**src/rtl/div_pkg.sv**
```systemverilog
// Shared types and constants for the divider bus sequencer.
// Imported by div_seq_timer and div_bus_sequencer.
package div_pkg;

    localparam int DIV_W = 6;

    localparam logic [DIV_W-1:0] ERR_QUOTIENT = {DIV_W{1'b1}};

    typedef enum logic [2:0] {
        IDLE,
        LD_HI,
        LD_LO,
        LD_DIV,
        WAIT,
        RD_QUO,
        RESP
    } state_t;

endpackage

```
**src/rtl/div_seq_timer.sv**
```systemverilog
// Clearable saturating up-counter that watches the divider wait.
// expired is high while the count equals TIMEOUT.
module div_seq_timer
    import div_pkg::*;
#(
    parameter int TIMEOUT = 31
) (
    input  logic clk,
    input  logic rst_n,
    input  logic clr,
    input  logic en,
    output logic expired
);

    localparam int TW = $clog2(TIMEOUT + 1);

    logic [TW-1:0] cnt_q;
    logic [TW-1:0] cnt_d;

    assign expired = (cnt_q == TW'(TIMEOUT));

    // next count: clear wins, then count up until saturated
    always_comb begin
        cnt_d = cnt_q;
        if (clr) begin
            cnt_d = '0;
        end else if (en && !expired) begin
            cnt_d = cnt_q + 1'b1;
        end
    end

    // count register
    always_ff @(posedge clk or negedge rst_n) begin
        if (!rst_n) begin
            cnt_q <= '0;
        end else begin
            cnt_q <= cnt_d;
        end
    end

endmodule

```
**src/rtl/div_bus_sequencer.sv**
```systemverilog
// Valid/ready front-end serialising operands onto the divider bus.
// Define DIV_CHECK_EN to reject zero divisors and quotient overflow.
module div_bus_sequencer
    import div_pkg::*;
#(
    parameter int W       = DIV_W,
    parameter int TIMEOUT = 31
) (
    input  logic           clk,
    input  logic           rst_n,
    input  logic           in_valid,
    output logic           in_ready,
    input  logic [2*W-1:0] in_dividend,
    input  logic [W-1:0]   in_divisor,
    output logic [W-1:0]   bus_out,
    output logic           div_start,
    input  logic           div_done,
    input  logic [W-1:0]   bus_in,
    output logic           out_valid,
    input  logic           out_ready,
    output logic [W-1:0]   out_quotient,
    output logic [W-1:0]   out_remainder,
    output logic           out_err
);

    state_t         state_q, state_d;
    logic [2*W-1:0] dvd_q, dvd_d;
    logic [W-1:0]   dvs_q, dvs_d;
    logic [W-1:0]   quo_q, quo_d;
    logic [W-1:0]   rem_q, rem_d;
    logic           err_q, err_d;
    logic [W-1:0]   bus_q, bus_d;
    logic           start_q, start_d;
    logic           rdy_q, rdy_d;
    logic           vld_q, vld_d;
    logic           expired;

    div_seq_timer #(
        .TIMEOUT (TIMEOUT)
    ) u_timer (
        .clk     (clk),
        .rst_n   (rst_n),
        .clr     (state_q != WAIT),
        .en      (state_q == WAIT),
        .expired (expired)
    );

    // next state, operand latches and result registers
    always_comb begin
        state_d = state_q;
        dvd_d   = dvd_q;
        dvs_d   = dvs_q;
        quo_d   = quo_q;
        rem_d   = rem_q;
        err_d   = err_q;
        unique case (state_q)
            IDLE: begin
                if (in_valid && rdy_q) begin
                    dvd_d   = in_dividend;
                    dvs_d   = in_divisor;
                    state_d = LD_HI;
`ifdef DIV_CHECK_EN
                    if ((in_divisor == '0) ||
                        (in_dividend[2*W-1:W] >= in_divisor)) begin
                        state_d = RESP;
                        err_d   = 1'b1;
                        quo_d   = ERR_QUOTIENT;
                        rem_d   = in_dividend[2*W-1:W];
                    end
`endif
                end
            end
            LD_HI:  state_d = LD_LO;
            LD_LO:  state_d = LD_DIV;
            LD_DIV: state_d = WAIT;
            WAIT: begin
                if (div_done) begin
                    rem_d   = bus_in;
                    state_d = RD_QUO;
                end else if (expired) begin
                    err_d   = 1'b1;
                    quo_d   = ERR_QUOTIENT;
                    rem_d   = '0;
                    state_d = RESP;
                end
            end
            RD_QUO: begin
                quo_d   = bus_in;
                state_d = RESP;
            end
            RESP: begin
                if (out_ready) begin
                    quo_d   = '0;
                    rem_d   = '0;
                    err_d   = 1'b0;
                    state_d = IDLE;
                end
            end
            default: state_d = IDLE;
        endcase
    end

    // registered outputs decoded from the upcoming state
    always_comb begin
        rdy_d   = (state_d == IDLE);
        vld_d   = (state_d == RESP);
        start_d = (state_d == LD_HI);
        bus_d   = '0;
        unique case (state_d)
            LD_HI:   bus_d = dvd_d[2*W-1:W];
            LD_LO:   bus_d = dvd_d[W-1:0];
            LD_DIV:  bus_d = dvs_d;
            default: bus_d = '0;
        endcase
    end

    // state and datapath registers
    always_ff @(posedge clk or negedge rst_n) begin
        if (!rst_n) begin
            state_q <= IDLE;
            dvd_q   <= '0;
            dvs_q   <= '0;
            quo_q   <= '0;
            rem_q   <= '0;
            err_q   <= 1'b0;
            bus_q   <= '0;
            start_q <= 1'b0;
            rdy_q   <= 1'b0;
            vld_q   <= 1'b0;
        end else begin
            state_q <= state_d;
            dvd_q   <= dvd_d;
            dvs_q   <= dvs_d;
            quo_q   <= quo_d;
            rem_q   <= rem_d;
            err_q   <= err_d;
            bus_q   <= bus_d;
            start_q <= start_d;
            rdy_q   <= rdy_d;
            vld_q   <= vld_d;
        end
    end

    assign in_ready      = rdy_q;
    assign out_valid     = vld_q;
    assign div_start     = start_q;
    assign bus_out       = bus_q;
    assign out_quotient  = quo_q;
    assign out_remainder = rem_q;
    assign out_err       = err_q;

endmodule

```
**config.mk**
```make
export PLATFORM = sky130hd
export DESIGN_NAME = div_bus_sequencer
export DESIGN_NICKNAME = d
export VERILOG_FILES = /design/src/rtl/div_pkg.sv /design/src/rtl/div_seq_timer.sv /design/src/rtl/div_bus_sequencer.sv
export SDC_FILE = /design/constraint.sdc
export NUM_CORES = 1
export LEC_CHECK = 0
export BUFFER_PORTS_ARGS = -buffer_cell sky130_fd_sc_hd__buf_4
export CELL_PAD_IN_SITES_DETAIL_PLACEMENT = 1
export CELL_PAD_IN_SITES_GLOBAL_PLACEMENT = 1
export CORE_ASPECT_RATIO = 2
export CORE_MARGIN = 4
export CORE_UTILIZATION = 35
export DETAILED_ROUTE_END_ITERATION = 10
export PLACE_DENSITY_LB_ADDON = 0.15
export SLEW_MARGIN = 20
export SYNTH_ARGS = -nofsm -noshare
export SYNTH_HDL_FRONTEND = slang
export SYNTH_SLANG_ARGS = --single-unit
```
**constraint.sdc**
```tcl
create_clock -name clk -period 2.9 [get_ports clk]
set_clock_uncertainty 0.1 [all_clocks]
set_input_delay 0.58 -clock clk [delete_from_list [all_inputs] [get_ports clk]]
set_output_delay 0.58 -clock clk [all_outputs]
set_load 0.01 [all_outputs]
```
==> results.md, run 1 <==
Status:
- The run finished with clean final reports.

Synthesis:
- The most frequent cell after synthesis is sky130_fd_sc_hd__dfrtp_1.
- Counting flops with an async set or reset pin after synthesis yields a share of 100.0%.
- The portion of the post-synthesis area used by sequential elements is 56.95%.
- The number of nets handed over by synthesis was roughly 180.
- In the post-synthesis netlist, the biggest area contributors are sky130_fd_sc_hd__dfrtp_1, sky130_fd_sc_hd__mux2_2, sky130_fd_sc_hd__a22o_1.
- The number of synthesized register bits is 42.
- The largest area contributor in the synthesized netlist is sky130_fd_sc_hd__dfrtp_1.
- In the synthesized netlist the dominant register cell turns out to be sky130_fd_sc_hd__dfrtp_1.
- The mean area per synthesized cell is approximately 13 sq um.
- The post-synthesis cell area is around 0.0018 sq mm.
- After synthesis, the most frequently instantiated cells are sky130_fd_sc_hd__dfrtp_1, sky130_fd_sc_hd__a22o_1, sky130_fd_sc_hd__mux2_2.
- Synthesis produced a netlist whose cell count is roughly 140.
- The unique cell type count in the Yosys netlist is 33.
- The share of synthesized area in the top cell type comes to 56.95%.
- The number of synthesized flops with an enable pin is 0.
- The synthesis warning total is 0.

CTS:
- The clock transition time at the flip-flop clock pins of the worst setup and hold paths is roughly 80 ps.
- The cts-stage hold buffer count is 0.
- The maximum root-to-sink buffer count is 2.
- CTS placed an instance of sky130_fd_sc_hd__clkbuf_8 at the clock tree root.
- TritonCTS created 5 clock buffers.
- The clock tree synthesis step divided the H-tree into 2 levels.
- The clock reaches the later pin of the worst-skew pair after 280 ps.
- TritonCTS built the clock tree.
- The number of resized instances in the post-cts repair step is 0.
- Counting every sink on the clock net gives 42.
- The total setup buffers inserted after CTS is 0.

Die:
- The floorplan step defined a die boundary enclosing 0.006569 sq mm.
- The total area inside the core boundary comes to roughly 0.0051 sq mm.
- In this run the count of I/O pins placed on the die edge is 51.
- The die boundary width is 59.35 um.
- The floorplan has 37 rows.
- The starting density of the core is about 36%.
- The vertical die dimension is around 110 um.

Cells and area:
- The number of cells in the finished layout apart from fillers is 253.
- The sequential cell area is 0.001051 sq mm.
- The net total in the final layout is roughly 230.
- In the final layout, the multi-input gates occupy 744.5 sq um.
- The layout has 565 filler cells.
- Of the cells placed in the final design, the portion with a size suffix greater than 1 is 40.00%.
- The synthesis-to-layout area growth is 27.12%.
- The number of antenna diodes is 0.

STA:
- The final cycle utilization of the critical path is 77.87%.
- Adding up every negative setup slack in the final design gives 0 ps.
- The number of pins exceeding their max-slew limit in the final report came to 0.
- The worst hold slack after final layout is 176.8 ps.
- The minimum period implied by the final worst setup slack is between 2000 and 2500 ps.
- Static timing analysis puts the maximum clock frequency at around 0.44 GHz.
- The pin slew with the least headroom to its limit is 811.2 ps.
- Setup repair after global routing left no endpoint under its margin.
- The worst relative slew slack is 45.35%.
- The final hold violation count is 0.
- The final setup violation count is 0.

Placed design:
- The number of placed instances, taps included is 246.
- The number of buffers inserted by port buffering is 50.
- Routability-driven placement finished with a final weighted congestion of about 0.76.
- Detailed placement finished with a half-perimeter wire length of 3.514 mm.

Global route:
- The layer flagged by global routing as most heavily used is met2.
- The number of antenna violations at the first check in global routing is 0.
- The combined global-route utilization of all metal layers is 15.37%.
- Global routing finished with a remaining overflow of 0.
- In the global route stage, met2 resource usage came out at 27.47%.
- The global-route met3 utilization is 4.079%.
- The first-pass GRT wire length is 7.665 mm.
- The number of global-route vias before repair is 1501.
- The pin count of the biggest net entering global routing is 43.
- Global routing consumed, on the met1 layer, 16.42% of the routing resources.

Pwr:
- The overall power of the completed layout is 2.133 mW.
- The leakage power of the design is approximately 1.2 nW.
- The largest voltage drop on the vdd net is 0.4967 mV.
- For this design the ratio of total power to cell area is 909.1 mW/mm^2.

Routing:
- Summed over all layers, the routed wires come to 4.683 mm.
- The count of nets left with antenna violations after detail routing is 0.
- In this run, the number of DRC markers left after iteration 0 of detailed routing was 20.
- The number of detailed-route iterations in the first pass is 3.
- After detailed routing, the number of vias per cell comes to around 5.4.
- The wire length per cell is 18.51 um.
- The detailed router placed between 1000 and 1500 vias in this run.
- After detailed routing, the number of remaining DRC violations is 0.

Setup path:
- The number of cell instances on the worst register-to-register path is 6.
- The worst register-to-register path begins at u_timer.cnt_q[0].
- The critical path launch point is u_timer.cnt_q[0].
- The most common cell type on the critical path is sky130_fd_sc_hd__ha_1.
- The setup slack of the most critical reg-to-reg path is 640 ps.
- At the worst endpoint, the required time is 3020 ps.
- The cell family contributing the most delay on the critical path is compound AO/OA/AOI/OAI gates.
- Among all stages on the critical path, the largest delay is contributed by sky130_fd_sc_hd__o21ai_0.
- The endpoint of the worst-slack reg-to-reg timing path is out_quotient[3].
- Traced cell by cell, the critical path runs through ha_1 -> and3_1 -> ha_1 -> nand2b_1 -> o21ai_0 -> o2111a_1.
- The number of buffers and inverters on the critical path is 0.
- On the worst path, the slowest cell contributes a delay of approximately 650 ps.
- The nature of the critical path startpoint is a register.
- The path type of the worst setup path is reg2reg.
- Data on the critical path arrives at its endpoint at about 2400 ps.
- STA classifies the critical path endpoint as a register.
- The top fanout value on the critical path is 8.

Job:
- The number of violations of the max-capacitance limit is 0.

Min path:
- The path class of the tightest hold or removal check is in2async.
-- registers in the layout, indices dropped and copies added (netlist names), 3 cells and up --
name,flops
out_quotient,6
dvs_q,6
bus_out,6
out_remainder,6
state_q,3
dvd_q,6
u_timer.cnt_q,5
-- stage by stage --
step | instance area [sq um] | util, % | setup slack, ps
6_report | 2346 | 45.65 | 641.8
5_1_grt | 2346 | 45.65 | 482.4
4_1_cts | 2341 | 45.56 | 611.6
3_5_place_dp | 2261 | 44.00 | 626.7
3_3_place_gp | 2261 | 44.00 | 780.8
2_1_floorplan | 1846 | - | 938.8
-- worst max path at each step --
stage,end,slack [ps],cells after the start
after global placement,out_quotient[0],780,6
final,out_quotient[3],640,6
after global routing,out_quotient[4],480,6
after detailed placement,out_quotient[3],630,6
after CTS,out_quotient[3],610,6
after floorplan,out_remainder[0],940,6
-- report_power, final --
part	switching, mW	internal [mW]
clock network	0.195	0.165
logic	0.363	0.462
registers	0.160	0.787
total	0.718	1.41
-- logic make-up after synthesis --
kind of cell	Yosys count	synth area share, %
buffers and inverters	9	2.982
AND/OR/NAND/NOR	31	9.627
adder cells (fa/ha/maj)	2	1.356
AO/OA/AOI/OAI	43	19.25
XOR/XNOR	3	1.424
flip-flops	42	56.95
multiplexers	14	8.407
-- area by class of cell --
| class | count | share of cell area, % |
|---|---|---|
| well taps | 58 | 3.093 |
| repair buffers | 53 | 16.96 |
| flip-flops and latches | 42 | 44.80 |
| multi-input cells | 93 | 31.73 |
| clock buffers | 6 | 3.093 |
| clock inverters | 1 | 0.3200 |
-- layer usage --
metal / wire length (um) / part of all wire [%]
met5: 0 / 0
met4: 44 / 0.94
met3: 164 / 3.5
met2: 2792 / 60
met1: 1682 / 36
-- cells in the final DEF, fill, tap and decap left out, drive strengths merged, types with 3 or more instances in the layout --
cell,instances
nand2,4
a21oi,4
nor2b,3
nor2,6
o2111a,6
a21o,7
mux2,12
o21ai,3
o22a,6
a22o,12
buf,53
or2,6
dfrtp,42
clkbuf,6
Power figures use the tool's default switching activity.
==> inputs of run 2 (changes only) <==
--- a/config.mk
+++ b/config.mk
@@ -5,12 +5,13 @@
 export SDC_FILE = /design/constraint.sdc
 export NUM_CORES = 1
 export LEC_CHECK = 0
+export ABC_AREA = 1
 export BUFFER_PORTS_ARGS = -buffer_cell sky130_fd_sc_hd__buf_4
 export CELL_PAD_IN_SITES_DETAIL_PLACEMENT = 1
 export CELL_PAD_IN_SITES_GLOBAL_PLACEMENT = 1
 export CORE_ASPECT_RATIO = 2
 export CORE_MARGIN = 4
-export CORE_UTILIZATION = 35
+export CORE_UTILIZATION = 34
 export DETAILED_ROUTE_END_ITERATION = 10
 export PLACE_DENSITY_LB_ADDON = 0.15
 export SLEW_MARGIN = 20
==> constraint.sdc (replaced) <==
create_clock -name clk -period 1.95 [get_ports clk]
set_clock_uncertainty 0.1 [all_clocks]
set_input_delay 0.39 -clock clk [delete_from_list [all_inputs] [get_ports clk]]
set_output_delay 0.39 -clock clk [all_outputs]
set_load 0.01 [all_outputs]
==> run 2 against run 1 <==
Effect of this change:
- the run now ends with hold timing left
- combinational power up 94%
- global-route usage decreased by 0.17 points
- critical path depth rose by 3
- sequential share of layout area fell by 5.5 points
- wire length up 13%
- fmax up 23%
- largest cell class unchanged
- first-iteration DRC count is 100% higher
- sequential cell count stayed put
- highest routed layer unchanged
- via count rose by 28%
- final area grew 14%
- total power rose by 88%
- clock power increased to 2.6 times the previous value
==> results.md, run 2 <==
Routing:
- The violation count after the first detailed-routing iteration is 40 (was 20).
- The number of remaining DRC errors is 0 (unchanged).
- The total number of vias is 1758 (was 1371).
- The wire length per cell is 14.93 um (was 18.51 um).
- The number of vias per cell after detailed routing is 4.980 (was 5.419).
- The number of detailed-route iterations in the first pass is 3 (unchanged).
- The routed wire length is 5.269 mm (was 4.683 mm).
- The count of nets left with antenna violations after detail routing is 0 (unchanged).

STA:
- The minimum period implied by the final worst setup slack is 1841 ps (was 2258 ps).
- The maximum operating frequency came to 0.5431 GHz (was 0.4428 GHz).
- The worst hold slack after final layout was -8.142 ps (was 176.8 ps).
- The pin slew with the least headroom to its limit is 525.4 ps (was 811.2 ps).
- The final cycle utilization of the critical path was 94.42% (was 77.87%).
- The final setup violation count is 0 (unchanged).
- The worst relative slew slack was 64.97% (was 45.35%).
- The final hold violation count is 41 (was 0).
- The number of pins exceeding their max-slew limit in the final report came to 0 (unchanged).

Synthesis:
- The most frequent cell after synthesis was sky130_fd_sc_hd__nand2_1 (was sky130_fd_sc_hd__dfrtp_1).
- The synthesis warning total was 0 (unchanged).
- The largest area contributor in the synthesized netlist is sky130_fd_sc_hd__dfrtp_1 (unchanged).
- Biggest area contributors in the synthesized netlist: sky130_fd_sc_hd__dfrtp_1, sky130_fd_sc_hd__nand2_1, sky130_fd_sc_hd__nand3_1 (was sky130_fd_sc_hd__dfrtp_1, sky130_fd_sc_hd__mux2_2, sky130_fd_sc_hd__a22o_1).
- Post-synth top cells: sky130_fd_sc_hd__nand2_1, sky130_fd_sc_hd__dfrtp_1, sky130_fd_sc_hd__nand3_1 (was sky130_fd_sc_hd__dfrtp_1, sky130_fd_sc_hd__a22o_1, sky130_fd_sc_hd__mux2_2).
- The post-synthesis cell area is 0.002023 sq mm (was 0.001846 sq mm).
- The async set or reset register ratio after synthesis is 100.0% (unchanged).
- The area share of the largest cell type after synthesis is 51.95% (was 56.95%).
- The predominant post-synthesis flop cell was sky130_fd_sc_hd__dfrtp_1 (unchanged).
- The net count after synthesis is 267 (was 175).
- The unique cell type count in the Yosys netlist is 25 (was 33).
- The number of synthesized register bits is 42 (unchanged).
- The synthesized instance count came to 236 (was 144).
- The number of synthesized flops with an enable pin is 0 (unchanged).
- The mean area per synthesized cell is 8.573 sq um (was 12.82 sq um).
- The portion of the post-synthesis area used by sequential elements is 51.95% (was 56.95%).

Global route:
- The first-pass GRT wire length is 8.666 mm (was 7.665 mm).
- The global route total overflow is 0 (unchanged).
- The number of global-route vias before repair came to 1856 (was 1501).
- The combined global-route utilization of all metal layers is 15.20% (was 15.37%).
- The pin count of the biggest net entering global routing is 43 (unchanged).
- The number of antenna violations at the first check in global routing is 0 (unchanged).

Die:
- The vertical die dimension was 117.1 um (was 110.7 um).
- The total number of placement rows is 39 (was 37).
- The die boundary width came to 62.55 um (was 59.35 um).
- The number of I/O pins came to 51 (unchanged).
- The total die area is 0.007323 sq mm (was 0.006569 sq mm).
- The core area is 0.005758 sq mm (was 0.005139 sq mm).
- The starting density of the core is 35.14% (was 35.91%).

CTS:
- The clock transition time at the flip-flop clock pins of the worst setup and hold paths was 60 ps (was 80 ps).
- The TritonCTS buffer count is 5 (unchanged).
- The CTS tree is yes (unchanged).
- The insertion delay of the later-clocked pin in the worst-skew pair was 280 ps (about the same).
- The cell at the root of the clock tree is sky130_fd_sc_hd__clkbuf_16 (was sky130_fd_sc_hd__clkbuf_8).
- The H-tree depth was 2 (unchanged).
- The maximum root-to-sink buffer count is 2 (unchanged).
- The total clock sinks was 42 (unchanged).

Setup path:
- The endpoint required time on the critical path is 2010 ps (was 3020 ps).
- The reg-to-reg startpoint is u_timer.cnt_q[0] (unchanged).
- The number of cell instances on the worst register-to-register path was 9 (was 6).
- The setup slack of the most critical reg-to-reg path is 110 ps (was 640 ps).
- The nature of the critical path startpoint is a register (unchanged).
- The arrival time of the worst setup path was 1900 ps (was 2380 ps).
- The path type of the worst setup path is reg2reg (unchanged).
- The endpoint of the worst-slack reg-to-reg timing path is out_remainder[0] (was out_quotient[3]).
- The top fanout value on the critical path came to 6 (was 8).
- The endpoint kind of the worst setup timing path is a register (unchanged).

Status:
- The checks that failed: hold timing.
- Run status: finished, violations left (was complete, no violations).

Cells and area:
- The commonest non-fill, non-tap cell in the layout is sky130_fd_sc_hd__nand2_1 (was sky130_fd_sc_hd__buf_4).
- The share of post-route cells with drive strength above 1 is 29.11% (was 40.00%).
- The net total in the final layout came to 322 (was 226).
- Highest-count cells in the layout ignoring fill and taps: sky130_fd_sc_hd__nand2_1, sky130_fd_sc_hd__buf_4, sky130_fd_sc_hd__dfrtp_1 (was sky130_fd_sc_hd__buf_4, sky130_fd_sc_hd__dfrtp_1, sky130_fd_sc_hd__mux2_2, sky130_fd_sc_hd__a22o_1, sky130_fd_sc_hd__a21o_1).
- The synthesis-to-layout area growth is 32.22% (was 27.12%).
- The number of antenna diodes is 0 (unchanged).
- The final core utilization came to 46.46% (was 45.65%).

Job:
- The number of violations of the max-capacitance limit is 0 (unchanged).

Pwr:
- The power density over the cells was 1496 mW/mm^2 (was 909.1 mW/mm^2).
- The leakage power of the design is 1.403 nW (was 1.160 nW).
- The largest voltage drop on the vdd net was 0.6177 mV (was 0.4967 mV).

Placed design:
- The placer's final routability congestion estimate is 0.7829 (was 0.7600).
- The number of buffers inserted by port buffering was 50 (unchanged).
- The half-perimeter wire length after detailed placement is 3.896 mm (was 3.514 mm).

Min path:
- The path class of the lowest-slack min-delay path is in2async (unchanged).
==> run 2: metal layers <==
metal	vias to the layer above	global-route usage, %	wire length [um]	part of all wire [%]
li1	875	-	-	-
met4	0	6.342	103	2.0
met5	-	0	0	0
met3	8	3.438	202	3.8
met2	36	30.74	3123	59
met1	839	14.42	1839	35
==> run 2: area by class of cell <==
type	instances	area (sq um)
flip-flops and latches	42	1051
inverters	30	126.4
multi-input cells	155	827.0
clock inverters	2	37.54
fillers	694	3083
clock buffers	6	128.9
well taps	61	76.32
repair buffers	57	427.9
==> run 2: how the worst max path moves through the flow <==
stage                                   to             start  slack (ps)
final                     out_remainder[0]  u_timer.cnt_q[0]         110
after global routing      out_remainder[0]  u_timer.cnt_q[1]         -10
after CTS                 out_remainder[0]  u_timer.cnt_q[0]          70
after detailed placement  out_remainder[2]  u_timer.cnt_q[1]          40
after global placement    out_remainder[2]  u_timer.cnt_q[0]         120
after floorplan           out_remainder[1]  u_timer.cnt_q[0]         190
==> run 2: through the flow <==
stage	instances	setup slack, ps	power, mW	TNS [ps]	cell area (sq um)
detailed placement	341	39.29	3.074	0	2454
global route	353	-14.39	4.325	-14.39	2675
CTS	349	67.92	4.029	0	2623
global placement	341	119.2	3.029	0	2454
floorplan	236	193.1	2.425	0	2023
finish	353	108.9	4.001	0	2675
==> run 2: cells by family (layout without fill, tap and decap cells) <==
kind of cell / count (synthesis) / count (layout) / synth area share [%]
compound gates: 23 / 23 / 5.814
simple gates: 129 / 130 / 32.22
flops: 42 / 42 / 51.95
fa+ha+maj: 2 / 2 / 1.237
buf+inv: 40 / 95 / 8.782
==> run 2: worst max-delay path: stages, from the launching register on <==
cell and delay [ps]:
sky130_fd_sc_hd__dfrtp_1 400, sky130_fd_sc_hd__ha_1 220, sky130_fd_sc_hd__inv_1 90, sky130_fd_sc_hd__nor3_2 40, sky130_fd_sc_hd__ha_2 220, sky130_fd_sc_hd__inv_1 80
sky130_fd_sc_hd__nand4_1 180, sky130_fd_sc_hd__buf_4 220, sky130_fd_sc_hd__nand3_4 80, sky130_fd_sc_hd__o21ai_1 90
==> run 2: power breakdown <==
group | internal, mW | total (mW) | switching, mW
registers | 1.23 | 1.46 | 0.232
logic | 0.681 | 1.60 | 0.918
clock network | 0.604 | 0.940 | 0.336
total | 2.52 | 4.00 | 1.48
==> run 2: timing repair <==
| action | CTS | global route |
|---|---|---|
| pin swaps | 0 | 2 |
| gates cloned | 0 | 1 |
| buffers inserted | 0 | 3 |
| hold endpoints to repair | 0 | 0 |
| hold buffers | 0 | 0 |
| endpoints found under the setup margin | 1 | 6 |
| resized for setup | 1 | 3 |
==> inputs of run 3 (changes only) <==
--- a/config.mk
+++ b/config.mk
@@ -11,10 +11,11 @@
 export CELL_PAD_IN_SITES_GLOBAL_PLACEMENT = 1
 export CORE_ASPECT_RATIO = 2
 export CORE_MARGIN = 4
-export CORE_UTILIZATION = 34
+export CORE_UTILIZATION = 33
 export DETAILED_ROUTE_END_ITERATION = 10
 export PLACE_DENSITY_LB_ADDON = 0.15
 export SLEW_MARGIN = 20
 export SYNTH_ARGS = -nofsm -noshare
 export SYNTH_HDL_FRONTEND = slang
+export SYNTH_HIERARCHICAL = 1
 export SYNTH_SLANG_ARGS = --single-unit
==> run 3 against run 2 <==
Effect of this change:
- the run still ends with hold timing left
- worst hold slack got worse by 1.6 ps
- area after synthesis shrank 4.3%
- first-iteration DRC count fell by 10%
- clock power shrank 13%
- wire length shrank 5.3%
- via count down 2.0%
- highest routed layer unchanged
==> results.md, run 3 <==
Routing:
- The number of detailed-route iterations in the first pass is 4 (was 3).
- The routed wire length is 4.988 mm (was 5.269 mm).
- The wire length per cell was 13.78 um (was 14.93 um).
- The count of nets left with antenna violations after detail routing is 0 (unchanged).
- The violation count after the first detailed-routing iteration came to 36 (was 40).
- The total number of vias is 1722 (was 1758).
- The number of remaining DRC errors is 0 (unchanged).
- The number of vias per cell after detailed routing is 4.757 (was 4.980).

Setup path:
- The arrival time of the worst setup path came to 1880 ps (was 1900 ps).
- The nature of the critical path startpoint is a register (unchanged).
- The gate family responsible for the most delay along the worst path is simple AND/OR/NAND/NOR gates (was adder cells).
- The most common cell type on the critical path is sky130_fd_sc_hd__nand2_1 (was sky130_fd_sc_hd__inv_1).
- The maximum cell stage delay along the critical path is 390 ps (was 400 ps).
- The endpoint kind of the worst setup timing path is a register (unchanged).
- The endpoint required time on the critical path is 2070 ps (was 2010 ps).
- The cell with the largest stage delay on the worst path is sky130_fd_sc_hd__dfrtp_1 (unchanged).
- Cells traversed along the worst timing path: ha_1 -> nand2_1 -> nor2_1 -> ha_1 -> inv_1 -> nand3_1 -> nand2_1 -> inv_1 -> nand2_2 -> nand2_1 -> nand2_1 (was ha_1 -> inv_1 -> nor3_2 -> ha_2 -> inv_1 -> nand4_1 -> buf_4 -> nand3_4 -> o21ai_1).
- The buffering stage count on the worst path with inverters included is 2 (was 3).
- The top fanout value on the critical path is 6 (unchanged).
- The path type of the worst setup path is reg2reg (unchanged).

STA:
- The accumulated negative setup slack is 0 ps (unchanged).
- The maximum operating frequency is 0.5680 GHz (was 0.5431 GHz).
- The worst path setup slack after routing is 189.3 ps (was 108.9 ps).
- The worst relative slew slack is 64.29% (was 64.97%).
- The final cycle utilization of the critical path is 90.29% (was 94.42%).
- The final hold violation count came to 14 (was 41).
- The minimum period implied by the final worst setup slack is 1761 ps (was 1841 ps).
- The worst hold slack after final layout is -9.789 ps (was -8.142 ps).
- The pin slew with the least headroom to its limit is 535.7 ps (was 525.4 ps).
- The final setup violation count is 0 (unchanged).
- Setup repair after global routing left no endpoint under its margin.
- The number of pins exceeding their max-slew limit in the final report came to 0 (unchanged).

Pwr:
- The power density over the cells was 1473 mW/mm^2 (was 1496 mW/mm^2).
- The largest voltage drop on the vdd net was 0.7907 mV (was 0.6177 mV).
- The leakage power of the design is 1.380 nW (was 1.403 nW).

Synthesis:
- The largest area contributor in the synthesized netlist is sky130_fd_sc_hd__dfrtp_1 (unchanged).
- The post-synthesis cell area was 0.001937 sq mm (was 0.002023 sq mm).
- The most frequent cell after synthesis was sky130_fd_sc_hd__nand2_1 (unchanged).
- The synthesized instance count came to 245 (was 236).
- The predominant post-synthesis flop cell is sky130_fd_sc_hd__dfrtp_1 (unchanged).
- The area share of the largest cell type after synthesis is 54.26% (was 51.95%).
- The mean area per synthesized cell is 7.906 sq um (was 8.573 sq um).
- Biggest area contributors in the synthesized netlist: sky130_fd_sc_hd__dfrtp_1, sky130_fd_sc_hd__nand2_1, sky130_fd_sc_hd__nand3_1 (unchanged).
- The unique cell type count in the Yosys netlist is 15 (was 25).
- The synthesis warning total was 6 (was 0).
- The number of synthesized flops with an enable pin is 0 (unchanged).
- The net count after synthesis came to 276 (was 267).
- Post-synth top cells: sky130_fd_sc_hd__nand2_1, sky130_fd_sc_hd__dfrtp_1, sky130_fd_sc_hd__inv_1 (was sky130_fd_sc_hd__nand2_1, sky130_fd_sc_hd__dfrtp_1, sky130_fd_sc_hd__nand3_1).
- The async set or reset register ratio after synthesis is 100.0% (unchanged).
- The number of synthesized register bits is 42 (unchanged).
- The portion of the post-synthesis area used by sequential elements is 54.26% (was 51.95%).

Global route:
- The number of antenna violations at the first check in global routing is 0 (unchanged).
- The number of global-route vias before repair came to 1914 (was 1856).
- The combined global-route utilization of all metal layers is 15.29% (was 15.20%).
- The pin count of the biggest net entering global routing is 43 (unchanged).
- The first-pass GRT wire length is 8.963 mm (was 8.666 mm).
- The global route total overflow is 0 (unchanged).

CTS:
- The CTS tree is yes (unchanged).
- The H-tree depth is 2 (unchanged).
- The insertion delay of the later-clocked pin in the worst-skew pair is 280 ps (about the same).
- The clock transition time at the flip-flop clock pins of the worst setup and hold paths is 60 ps (about the same).
- The total setup buffers inserted after CTS was 0 (unchanged).
- The maximum root-to-sink buffer count is 2 (unchanged).
- The total clock sinks is 42 (unchanged).
- The TritonCTS buffer count is 5 (unchanged).
- The cell at the root of the clock tree is sky130_fd_sc_hd__clkbuf_16 (unchanged).

Placed design:
- The number of buffers inserted by port buffering was 50 (unchanged).
- The pre-CTS setup slack came to 152.0 ps (was 39.29 ps).
- The placer's final routability congestion estimate is 0.7402 (was 0.7829).
- The half-perimeter wire length after detailed placement was 3.851 mm (was 3.896 mm).
- The number of placed instances, taps included came to 354 (was 341).

Die:
- The starting density of the core is 33.93% (was 35.14%).
- The total die area is 0.007233 sq mm (was 0.007323 sq mm).
- The vertical die dimension is 116.3 um (was 117.1 um).
- The number of I/O pins is 51 (unchanged).
- The core area was 0.005709 sq mm (was 0.005758 sq mm).
- The total number of placement rows was 39 (unchanged).
- The die boundary width is 62.17 um (was 62.55 um).

Status:
- Run status: finished, violations left (unchanged).
- Failing checks: hold timing (unchanged).

Cells and area:
- The number of fillers in the final layout is 700 (was 694).
- The share of post-route cells with drive strength above 1 is 25.91% (was 29.11%).
- The number of antenna diodes is 0 (unchanged).
- Highest-count cells in the layout ignoring fill and taps: sky130_fd_sc_hd__nand2_1, sky130_fd_sc_hd__buf_4, sky130_fd_sc_hd__dfrtp_1 (unchanged).
- The commonest non-fill, non-tap cell in the layout is sky130_fd_sc_hd__nand2_1 (unchanged).
- The synthesis-to-layout area growth is 31.85% (was 32.22%).
- The net total in the final layout is 331 (was 322).
- The number of cells in the finished layout apart from fillers is 362 (was 353).

Job:
- The number of violations of the max-capacitance limit came to 0 (unchanged).

Min path:
- The path class of the lowest-slack min-delay path is in2async (unchanged).
[run 3: cell types whose count changed after synthesis, sizes merged, moves of 3 or more]
cell | before | now
buf | 9 | 5
nor2 | 13 | 24
nand2 | 67 | 83
nor3 | 4 | 0
nand3 | 31 | 20
clkbuf | 1 | 4
[run 3: path summary, 6_finish.rpt]
kind	startpoint	end	slack (ps)	depth (start not counted)
worst max-delay path	u_timer/cnt_q[0]	out_quotient[2]	190	11
worst min-delay path	rst_n	in_ready	-10	1
worst max register to register	u_timer/cnt_q[0]	out_quotient[2]	190	11
worst min register to register	dvd_q[2]	dvd_q[2]	380	2
max in group asynchronous	rst_n	div_start	1390	1
min in group clk	in_dividend[10]	bus_out[4]	220	3
[run 3: layout make-up]
class	count	area [sq um]	area share, %
tap	61	76.32	2.989
clock inverter	1	5.005	0.1960
clock buffer	7	142.6	5.586
sequential	42	1051	41.16
inverter	29	108.9	4.263
timing repair buffer	57	427.9	16.76
multi-input combinational	165	742.0	29.05
[run 3: power by group]
group	total [mW]	internal [mW]	switching [mW]
sequential	1.47	1.23	0.242
clock	0.821	0.507	0.314
combinational	1.47	0.628	0.845
total	3.76	2.36	1.40
[run 3: metrics by stage]
step / instance area, sq um / utilization [%] / power, mW
2_1_floorplan: 1937 / - / 2.290
3_3_place_gp: 2401 / 42.06 / 2.948
3_5_place_dp: 2401 / 42.06 / 2.988
4_1_cts: 2549 / 44.64 / 3.830
5_1_grt: 2554 / 44.73 / 4.125
6_report: 2554 / 44.73 / 3.762
[run 3: cell families after synthesis]
group / count (synthesis) / synth area share, %
AND/OR/NAND/NOR: 141 / 31.07
flip-flops: 42 / 54.26
AO/OA/AOI/OAI: 22 / 5.685
adder cells (fa/ha/maj): 2 / 1.292
buffers and inverters: 38 / 7.687
[run 3: worst register-to-register path: cells and delay by family, from the launching register on]
kind	cells	cell delay [ps]
simple gates	7	610
fa+ha+maj	2	460
flops	1	390
buf+inv	2	140
[run 3: what timing repair did]
action | CTS | global route
setup endpoints to repair | 0 | 6
gates resized for setup | 0 | 2
hold buffers | 0 | 0
[run 3: metal layers]
metal / share of wire (%) / global-route usage, % / vias to the layer above
li1: - / - / 883
met1: 37 / 16.43 / 799
met2: 57 / 29.16 / 34
met3: 4.4 / 2.791 / 6
met4: 1.6 / 5.644 / 0
met5: 0 / 0 / -
